### config.mk
export PLATFORM = sky130hd
export DESIGN_NAME = stream_demux_1_to_4
export DESIGN_NICKNAME = d
export VERILOG_FILES = /design/src/rtl/stream_demux_pkg.sv /design/src/rtl/stream_reg_slice.sv /design/src/rtl/stream_demux_1_to_4.sv
export SDC_FILE = /design/constraint.sdc
export NUM_CORES = 1
export LEC_CHECK = 0
export ABC_CLOCK_PERIOD_IN_PS = 4930
export BUFFER_PORTS_ARGS = -buffer_cell sky130_fd_sc_hd__buf_4
export CAP_MARGIN = 20
export CORE_ASPECT_RATIO = 1.75
export CORE_MARGIN = 10
export CORE_UTILIZATION = 55
export CTS_BUF_LIST = sky130_fd_sc_hd__clkbuf_2 sky130_fd_sc_hd__clkbuf_4 sky130_fd_sc_hd__clkbuf_8
export DETAILED_ROUTE_END_ITERATION = 8
export PLACE_DENSITY_LB_ADDON = 0.2
export SLEW_MARGIN = 5
export SYNTH_ARGS = -nofsm -noshare
export SYNTH_HDL_FRONTEND = slang
export SYNTH_SLANG_ARGS = --single-unit
export TNS_END_PERCENT = 100
### constraint.sdc
create_clock -name clk -period 4.93 [get_ports clk]
set_input_delay 0.2465 -clock clk [delete_from_list [all_inputs] [get_ports clk]]
set_output_delay 0.2465 -clock clk [all_outputs]
set_load 0.01 [all_outputs]
### src/rtl/stream_demux_pkg.sv
// stream_demux_pkg: shared constants and FSM state type for the 1-to-4 stream demux
package stream_demux_pkg;
  localparam int NUM_CH = 4;
  localparam int SEL_W  = 2;
  typedef enum logic {S_IDLE, S_BUSY} state_t;
endpackage

### src/rtl/stream_reg_slice.sv
// stream_reg_slice: one-entry valid/ready output stage holding a data beat and its last flag
// ports: clk, rst, load (accept new beat), in_data/in_last (beat), ready (downstream accept), data/last/valid (staged beat)
module stream_reg_slice #(
  parameter int DATA_W = 8
) (
  input  logic              clk,
  input  logic              rst,
  input  logic              load,
  input  logic [DATA_W-1:0] in_data,
  input  logic              in_last,
  input  logic              ready,
  output logic [DATA_W-1:0] data,
  output logic              last,
  output logic              valid
);
  always_ff @(posedge clk) begin
    if (rst) begin
      data  <= '0;
      last  <= 1'b0;
      valid <= 1'b0;
    end else if (load) begin
      data  <= in_data;
      last  <= in_last;
      valid <= 1'b1;
    end else if (ready) begin
      valid <= 1'b0;
    end
  end
endmodule

### src/rtl/stream_demux_1_to_4.sv
// stream_demux_1_to_4: packet-aware 1-to-4 valid/ready demux with per-channel output stages and packet counters
// ports: clk, rst; in_data/in_sel/in_last/in_valid/in_ready input stream;
// out_data/out_last/out_valid/out_ready four packed output streams; pkt_cnt per-channel completed packets; busy packet open
module stream_demux_1_to_4
  import stream_demux_pkg::*;
#(
  parameter int DATA_W = 8,
  parameter int CNT_W  = 8
) (
  input  logic                       clk,
  input  logic                       rst,
  input  logic [DATA_W-1:0]          in_data,
  input  logic [SEL_W-1:0]           in_sel,
  input  logic                       in_last,
  input  logic                       in_valid,
  output logic                       in_ready,
  output logic [NUM_CH*DATA_W-1:0]   out_data,
  output logic [NUM_CH-1:0]          out_last,
  output logic [NUM_CH-1:0]          out_valid,
  input  logic [NUM_CH-1:0]          out_ready,
  output logic [NUM_CH*CNT_W-1:0]    pkt_cnt,
  output logic                       busy
);
  state_t             state;
  logic [SEL_W-1:0]   lock_ch;
  logic [SEL_W-1:0]   tgt;
  logic               acc;
  logic [NUM_CH-1:0]  load;
  logic [CNT_W-1:0]   cnt [NUM_CH];
  assign tgt      = (state == S_IDLE) ? in_sel : lock_ch;
  assign in_ready = !out_valid[tgt] || out_ready[tgt];
  assign acc      = in_valid && in_ready;
  assign load     = acc ? (NUM_CH'(1) << tgt) : '0;
  assign busy     = (state == S_BUSY);
  always_ff @(posedge clk) begin
    if (rst) begin
      state   <= S_IDLE;
      lock_ch <= '0;
    end else if (acc) begin
      if (state == S_IDLE && !in_last) begin
        state   <= S_BUSY;
        lock_ch <= in_sel;
      end else if (state == S_BUSY && in_last) begin
        state <= S_IDLE;
      end
    end
  end
  for (genvar g = 0; g < NUM_CH; g++) begin : g_ch
    stream_reg_slice #(.DATA_W(DATA_W)) u_slice (
      .clk     (clk),
      .rst     (rst),
      .load    (load[g]),
      .in_data (in_data),
      .in_last (in_last),
      .ready   (out_ready[g]),
      .data    (out_data[g*DATA_W +: DATA_W]),
      .last    (out_last[g]),
      .valid   (out_valid[g])
    );
    always_ff @(posedge clk) begin
      if (rst) cnt[g] <= '0;
      else if (out_valid[g] && out_ready[g] && out_last[g]) cnt[g] <= cnt[g] + 1'b1;
    end
    assign pkt_cnt[g*CNT_W +: CNT_W] = cnt[g];
  end
endmodule

# --- Word level (Yosys, flattened, before mapping) ---
# Memory sizes are Yosys's and may differ from the RTL's.
# Cells that the tools add are included.
word_totals:
  register_bits: 43
  mem_bits_rw: 32
  memories: 1
  output_inout_bits: 74
  in_bits: 18
  elab_cells: 81
memory_table:
  columns: ["memory", "depth", "width", "read_ports", "rd_clocked_by_memory_dff", "wr", "line_no", "text"]
  rows:
  - ["cnt", 4, 8, 4, 0, 4, "stream_demux_1_to_4.sv:29", "logic [CNT_W-1:0] cnt [NUM_CH];"]
op_classes:
  n_lt_le_gt_ge: 1
  shifts: 1
  bitwise: 5
  reduce_logical: 21
  addsub: 4
  mux: 34
op_table:
  columns: ["cell", "n"]
  rows:
  - ["$add 8x1->8 const B", 4]
  - ["$mux 8", 4]
  - ["$mux 1", 26]
  - ["$logic_and 1x1->1", 11]
  - ["$reduce_bool 2->1", 5]
  - ["$bmux 1 s2", 2]
  - ["$mux 4", 1]
  - ["$or 1x1->1", 4]
  - ["$reduce_and 2->1", 2]
  - ["$shl 1x2->4 const A", 1]
  - ["$lt 2x3->1 const B", 1]
  - ["$logic_not 1->1", 2]
  - ["$mux 2", 1]
  - ["$logic_or 1x1->1", 1]
  - ["$not 1->1", 1]

# --- Depth between registers and ports, before layout ---
# Gate-level depths: netlist (run 1).
depth:
  ltp_word: 8
  mapped_depth: 5
  ltp_nobuf: 5

# --- By module ---
# From an unflattened synthesis (run 1), not the netlist that was laid out.
hier_totals:
  cells_unflattened: 313
  area_unflattened_um2: 3321.9
modules_own_cells:
  columns: ["module", "area_each_um2", "n_inst", "cells_per_inst", "seq_area_each_um2"]
  rows:
  - ["stream_demux_1_to_4", 1900.6, 1, 181, 1021.0]
  - ["stream_reg_slice", 355.3, 4, 33, 200.2]

# --- Worst setup path before layout (run 1) ---
# No wires, ideal clock.
synth_path:
  kind: "flip-flop to output port"
  from: "register state (netlist: busy)"
  to: "output in_ready"
  stages_incl_launch_ff: 5
  t_required_ps: 4683
  setup_slack_ps: 3257
  t_arrival_ps: 1427
  n_path_buf: 0
  cell_sequence: "dfxtp_1 mux2i_2 mux2_2 nand2_1 o21ai_0"
synth_via:
  elab_chain_len: 5
  word_cells_on_any_way: 7
  cone_classes: "mux (5); reduce/logical (2)"
synth_lines:
  columns: ["item", "line_no", "text"]
  rows:
  - ["start, declared", "stream_demux_1_to_4.sv:24", "state_t state;"]
  - ["start signal, assigned", "stream_demux_1_to_4.sv:37", "state <= S_IDLE;"]
  - ["start signal, assigned", "stream_demux_1_to_4.sv:41", "state <= S_BUSY;"]
  - ["start signal, assigned", "stream_demux_1_to_4.sv:44", "state <= S_IDLE;"]
  - ["$mux 2 (*)", "stream_demux_1_to_4.sv:30", "assign tgt = (state == S_IDLE) ? in_sel : lock_ch;"]
  - ["$bmux 1 s2", "stream_demux_1_to_4.sv:31", "assign in_ready = !out_valid[tgt] || out_ready[tgt];"]
  - ["$mux 1 (not written as such)", "stream_demux_1_to_4.sv:31", null]
  - ["$logic_not 1->1", "stream_demux_1_to_4.sv:31", null]
  - ["$logic_or 1x1->1 (*)", "stream_demux_1_to_4.sv:31", null]
  - ["end, declared", "stream_demux_1_to_4.sv:16", "output logic in_ready,"]
# Every way passes the cells marked *; elsewhere a longest branch is shown, timed or not. The select of a mux whose other input is x is not followed.

# --- Worst setup path after layout (run 1) ---
# Ends and elaborated chain as after synthesis.

==> summary.md, run 1 <==
| Metric | Value |
|---|---|
| Status | `completed` |
| Xor/xnor cell area share of the yosys netlist | `6.28%` |
| Critical Path Sink Type | `primary output` |
| Main combinational cell family by area after synthesis | `simple AND/OR/NAND/NOR gates` |
| Post-synth top area share | `28.7%` |
| P per Cell Area | `333 nW/um^2` |
| First-pass GRT wire length | `12.3 mm` |
| Clock skew | `0.00557 ns` |
| Max_cap viols | `0` |
| Compound-cell area share of the yosys netlist | `1.31%` |
| Count of final setup violators | `0` |
| Post-synthesis mux area share | `13.6%` |
| Dpl cells | `458` |
| Root Driver | `clkbuf_8` |
| Crit path kind | `flip-flop to primary output` |
| Layout cells sized above 1 | `28.8%` |
| Tot GR Track Use | `15.9%` |
| Max_slew headroom | `43.3%` |
| Seq/Total Area, Yosys | `54.4%` |
| Ports | `92` |
| Clock transition at path regs | `0.07 ns` |
| Area grow syn2layout | `26.8%` |
| Biggest area consumer among synthesized cells | `edfxtp_1` |
| RSZ-0062 raised after global routing | `false` |
| Fin crit period | `2.26 ns` |
| CTS tree | `done` |
| Vias per Instance | `5.20` |
| Setup TNS | `0 ns` |
| Syn_area_per_cell | `10.8 um^2` |
| Crit start category | `flip-flop` |
| Top cells by area, synth | `edfxtp_1 29%, dfxtp_1 26%, mux2i_1 13%` |
| Final GP Congestion | `0.832` |
| CP Data Required Time | `4.68 ns` |
| Nets | `414` |
| Synth Register Bits | `75` |
| Antenna cells | `0` |
| Via Count | `2466` |
| Post-CTS Resized | `0` |
| Clock Path Buffers | `2` |
| # port buffers | `91` |
| Core area | `5880 um^2` |
| Wire per inst | `16.1 um` |
| Warnings from Yosys | `0` |
| Clk Latency, worst-skew pair | `0.35 ns` |
| Yosys cell types | `28` |
| Antenna-violating nets left | `0` |
| Initial antenna violation count | `0` |
| Initial Util | `56.9%` |
| Floorplan die width | `79.0 um` |
| Post-CTS Setup Bufs | `0` |
| Crit path DAT | `2.02 ns` |
| DP Wirelength | `5.68 mm` |
| Worst-path fanout max | `8` |
| DIE AREA | `9730 um^2` |
| # fillers | `468` |
| Max Transition Viols Final | `0` |
| Drt initial violations | `105` |
| Mapped Cells | `311` |
| Finished Layout Cells | `474` |
| Leakage Power | `2.01 nW` |
| Post-route DRC | `0` |
| Post-synthesis net count | `334` |
| # clock sinks | `75` |
| DIE HEIGHT | `123 um` |
| Floorplan row count | `37` |
| Post-Synth Adder-Cell Area | `1.87%` |
| Htree depth | `3` |
| Routed WL | `7.64 mm` |
| R2r setup slk | `2.78 ns` |
| Max IR drop VDD | `268 uV` |
| Worst-margin pin slew | `0.846 ns` |
| Final Hold Fails | `0` |
| TritonRoute pass-1 iters | `4` |
| Vias in the first global route | `2501` |
| Period utilization | `45.9%` |
| Hold Path Class | `input port to flip-flop` |
| Highest clock rate | `442 MHz` |
| Post-CTS Hold Buffers | `0` |
| Simple-gate share of the synthesized area | `18.0%` |
| GRT overflow | `0` |
| Largest net degree at the start of global routing | `55` |
| Netlist Area Pre-Place | `3350 um^2` |
| Number of CTS-inserted buffers | `9` |
registers in the layout, indices dropped and copies added, names as in the netlist:
| register | cells |
|---|---|
| busy | 1 |
| cnt | 32 |
| g_ch.u_slice.data | 32 |
| g_ch.u_slice.last | 4 |
| g_ch.u_slice.valid | 4 |
| lock_ch | 2 |
power breakdown:
group | internal, mW | switching, mW | leakage (nW)
combinational | 0.0740 | 0.0750 | 1.20
clock | 0.354 | 0.217 | 0.127
sequential | 0.672 | 0.0214 | 0.680
total | 1.10 | 0.314 | 2.01
worst max-delay path, stage by stage (launching register included):
cell and delay (ns):
dfxtp_1 0.47, mux2i_2 0.46, mux2_2 0.40, nand2_1 0.06, o21ai_0 0.10, buf_4 0.17
worst paths after layout:
kind / to / from / cells after the start
hold / removal: g_ch[2].u_slice.data[4] / in_data[4] / 3
hold reg to reg: lock_ch[1] / lock_ch[1] / 2
setup / recovery: in_ready / busy / 5
setup reg to reg: g_ch[2].u_slice.data[3] / busy / 4
layout by cell type, fill, tap and decap left out, types with 2 or more instances in the layout:
cell and n:
xor2_1 17, clkinv_2 2, inv_1 6, nand4b_1 2, buf_4 91, and3_1 7
nand4_1 3, mux2i_1 42, or2_2 4, mux2_2 2, edfxtp_1 32, dfxtp_1 43
nand3_1 21, ha_1 5, clkbuf_8 10, xnor2_1 7, nand3b_1 2, nand2_1 2
bufinv_16 3, nor2_1 69, a21oi_1 4, nand2b_1 13
cells by family (layout without fill, tap and decap cells):
group | count (synthesis) | after routing
AND/OR/NAND/NOR | 127 | 127
flip-flops | 75 | 75
multiplexers | 45 | 45
buffers and inverters | 28 | 113
XOR/XNOR | 24 | 24
AO/OA/AOI/OAI | 7 | 7
adder cells (fa/ha/maj) | 5 | 5
layout make-up:
| cell class | instances | area (um^2) | area share (%) |
|---|---|---|---|
| Tap cell | 78 | 97.6 | 2.30 |
| Timing Repair Buffer | 91 | 683 | 16.1 |
| Inverter | 6 | 22.5 | 0.530 |
| Clock buffer | 11 | 145 | 3.42 |
| Multi-Input combinational cell | 208 | 1380 | 32.4 |
| Sequential cell | 75 | 1820 | 42.9 |
| Clock inverter | 5 | 100 | 2.36 |
per-layer routing:
layer,track usage [%],wire length (um),vias up
met3,6.40,629,12
met4,8.56,160,0
li1,-,-,1214
met2,26.7,3960,75
met5,0,0,-
met1,16.6,2890,1165
per-stage QoR:
| stage | hold slack [ns] | power [mW] | util [%] | setup slack [ns] | instance area [um^2] |
|---|---|---|---|---|---|
| floorplan | 0.390 | 0.790 | - | 3.26 | 3350 |
| global placement | 0.471 | 0.854 | 68.1 | 2.85 | 4000 |
| detailed placement | 0.488 | 0.858 | 68.1 | 2.79 | 4000 |
| CTS | 0.149 | 1.43 | 72.2 | 2.65 | 4250 |
| global route | 0.163 | 1.47 | 72.2 | 2.55 | 4250 |
| finish | 0.157 | 1.41 | 72.2 | 2.67 | 4250 |
synthesized netlist by cell type (all sizes together):
library cell,n
or2,4
dfxtp,43
nor2,69
o21ai,1
mux2,2
nor2b,1
a2bb2oi,1
clkbuf,10
nand2b,13
nor3b,1
nand2,2
or2b,1
nand4b,2
buf,12
ha,5
inv,6
and3,7
o32a,1
nand3b,2
edfxtp,32
a21oi,4
xnor2,7
and4,1
nand4,3
xor2,17
nand3,21
mux2i,43
(Power assumes the default switching activity.)
==> run 2, diff against run 1 <==
--- a/config.mk
+++ b/config.mk
@@ -5,12 +5,12 @@
 export SDC_FILE = /design/constraint.sdc
 export NUM_CORES = 1
 export LEC_CHECK = 0
-export ABC_CLOCK_PERIOD_IN_PS = 4930
+export ABC_CLOCK_PERIOD_IN_PS = 2200
 export BUFFER_PORTS_ARGS = -buffer_cell sky130_fd_sc_hd__buf_4
 export CAP_MARGIN = 20
 export CORE_ASPECT_RATIO = 1.75
 export CORE_MARGIN = 10
-export CORE_UTILIZATION = 55
+export CORE_UTILIZATION = 54
 export CTS_BUF_LIST = sky130_fd_sc_hd__clkbuf_2 sky130_fd_sc_hd__clkbuf_4 sky130_fd_sc_hd__clkbuf_8
 export DETAILED_ROUTE_END_ITERATION = 8
 export PLACE_DENSITY_LB_ADDON = 0.2
==> constraint.sdc (replaced) <==
create_clock -name clk -period 2.2 [get_ports clk]
set_input_delay 0.11 -clock clk [delete_from_list [all_inputs] [get_ports clk]]
set_output_delay 0.11 -clock clk [all_outputs]
set_load 0.01 [all_outputs]
==> summary.md, run 2 (synthesis results as in run 1) <==
| Metric | Value |
|---|---|
| Routed WL | `7.59 mm (-0.63%)` |
| Buf/Inv on CP | `1 (unchanged)` |
| Max_cap viols | `0 (unchanged)` |
| Core area | `5970 um^2 (+1.6%)` |
| Critical Path, Cell by Cell | `mux2i_4 > mux2_2 > nand2_1 > o21ai_0 > buf_4` |
| Ports | `92 (unchanged)` |
| Initial Util | `56.1% (-0.88 points)` |
| Floorplan die width | `79.5 um (+0.69%)` |
| Period utilization | `93.8%` |
| Clk Latency, worst-skew pair | `0.35 ns (about the same)` |
| Worst-path fanout max | `8 (unchanged)` |
| DIE HEIGHT | `124 um (+0.77%)` |
| Initial antenna violation count | `0 (unchanged)` |
| Antenna cells | `0 (unchanged)` |
| Hold Path Class | `input port to flip-flop` |
| Vias in the first global route | `2522 (+0.84%)` |
| GRT overflow | `0 (unchanged)` |
| First-pass GRT wire length | `12.1 mm (-1.0%)` |
| Leakage Power | `2.00 nW (-0.38%)` |
| Wire per inst | `15.9 um (-1.5%)` |
| Count of final setup violators | `0 (unchanged)` |
| Via Count | `2434 (-1.3%)` |
| Antenna-violating nets left | `0 (unchanged)` |
| Layout cells sized above 1 | `29.5% (+0.71 points)` |
| Fin crit period | `2.06 ns` |
| Setup TNS | `0 ns (unchanged)` |
| Vias per Instance | `5.09 (-2.1%)` |
| Post-route DRC | `0 (unchanged)` |
| Most frequent cells in the layout | `96 x buf_4, 69 x nor2_1, 43 x dfxtp_1` |
| Clock Path Buffers | `2 (unchanged)` |
| Slowest library cell on the worst path | `dfxtp_1` |
| CP top delay family | `multiplexers` |
| DIE AREA | `9870 um^2 (+1.5%)` |
| Crit path DAT | `1.95 ns (-0.07 ns)` |
| Tot GR Track Use | `15.7% (-0.23 points)` |
| Critical Path Sink Type | `primary output` |
| TritonRoute pass-1 iters | `4 (unchanged)` |
| Final Hold Fails | `0 (unchanged)` |
| Largest net degree at the start of global routing | `32 (-42%)` |
| Clock skew | `0.00757 ns (+0.00200 ns)` |
| Final GP Congestion | `0.790 (-5.0%)` |
| Highest clock rate | `485 MHz` |
| CP Data Required Time | `2.09 ns (-2.59 ns)` |
| # clock sinks | `75 (unchanged)` |
| Crit start category | `flip-flop` |
| Max_slew headroom | `73.5% (+30 points)` |
| Max Transition Viols Final | `0 (unchanged)` |
| Nets | `419 (+1.2%)` |
| Root Driver | `clkbuf_8` |
| RSZ-0062 raised after global routing | `false` |
| # port buffers | `91 (unchanged)` |
| Area grow syn2layout | `26.3%` |
| DP Wirelength | `5.76 mm (+1.3%)` |
| Crit path kind | `flip-flop to primary output` |
| Hold slack | `0.0292 ns (-0.128 ns)` |
| Floorplan row count | `37 (unchanged)` |
| Number of CTS-inserted buffers | `9 (unchanged)` |
| Worst-margin pin slew | `0.387 ns (-0.459 ns)` |
| Post-CTS Setup Bufs | `0 (unchanged)` |
| Max IR drop VDD | `540 uV (+100%)` |
| Htree depth | `3 (unchanged)` |
| Largest regs | `cnt (32), g_ch.u_slice.data (32)` |
| Max stage delay on crit path | `0.49 ns (+0.02 ns)` |
| Most common cell after layout, fill and taps aside | `buf_4` |
| Clock transition at path regs | `0.07 ns (about the same)` |
| CTS tree | `done` |
| P per Cell Area | `678 nW/um^2 (+100%)` |
| Drt initial violations | `157 (+50%)` |
| Status | `completed` |
## run 2: cell types whose count changed in the layout (fill, tap and decap cells not counted)
cell	before	now
mux2i_4	0	1
bufinv_16	3	0
clkbuf_4	1	4
clkbuf_8	10	11
mux2i_2	1	0
clkinv_2	2	0
buf_4	91	96
## run 2: what timing repair did
item                                    CTS  global route
endpoints found under the setup margin    0             1
resized for setup                         0             1
hold buffers                              0             0
## run 2: power by group
part / total (mW) / internal (mW) / switching [mW]
Sequential: 1.55 / 1.51 / 0.0486
Combinational: 0.342 / 0.173 / 0.170
Clock: 0.970 / 0.517 / 0.453
Total: 2.87 / 2.20 / 0.671
## run 2: layer usage
layer  part of all wire (%)  GRT usage (%)  vias to the layer above
met5                      0              0                        -
met1                     39           16.4                     1140
met4                    1.6           6.42                        0
met3                    8.2           7.43                       10
met2                     51           26.5                       64
li1                       -              -                     1220
## run 2: per-stage QoR
stage                     util [%]  cells  total power, mW  setup slack (ns)  area [um^2]
after floorplan                  -    311             1.77             0.566         3350
after global placement        67.6    463             1.92             0.518         4040
after detailed placement      67.6    463             1.93             0.485         4040
after CTS                     70.7    478             2.90             0.101         4220
after global routing          70.8    478             3.00            0.0226         4230
final                         70.8    478             2.87             0.137         4230
## run 2: layout make-up
class                      count  area, um^2
sequential                    75        1820
fill                         495        1740
multi-input combinational    208        1390
timing repair buffer          96         721
clock buffer                  15         181
tap                           78        97.6
inverter                       6        22.5
## run 2: path summary, 6_finish.rpt
path              slack (ns)                 endpoint       start  depth (start not counted)
setup / recovery        0.14                 in_ready        busy                          5
hold / removal          0.03  g_ch[1].u_slice.data[7]  in_data[7]                          3
setup reg to reg        0.53                     busy        busy                          4
hold reg to reg         0.50               lock_ch[1]  lock_ch[1]                          2
## run 2: worst min-delay path, cell delays in order
cell	delay, ns
buf_4	0.10
mux2i_1	0.06
nor2_1	0.07
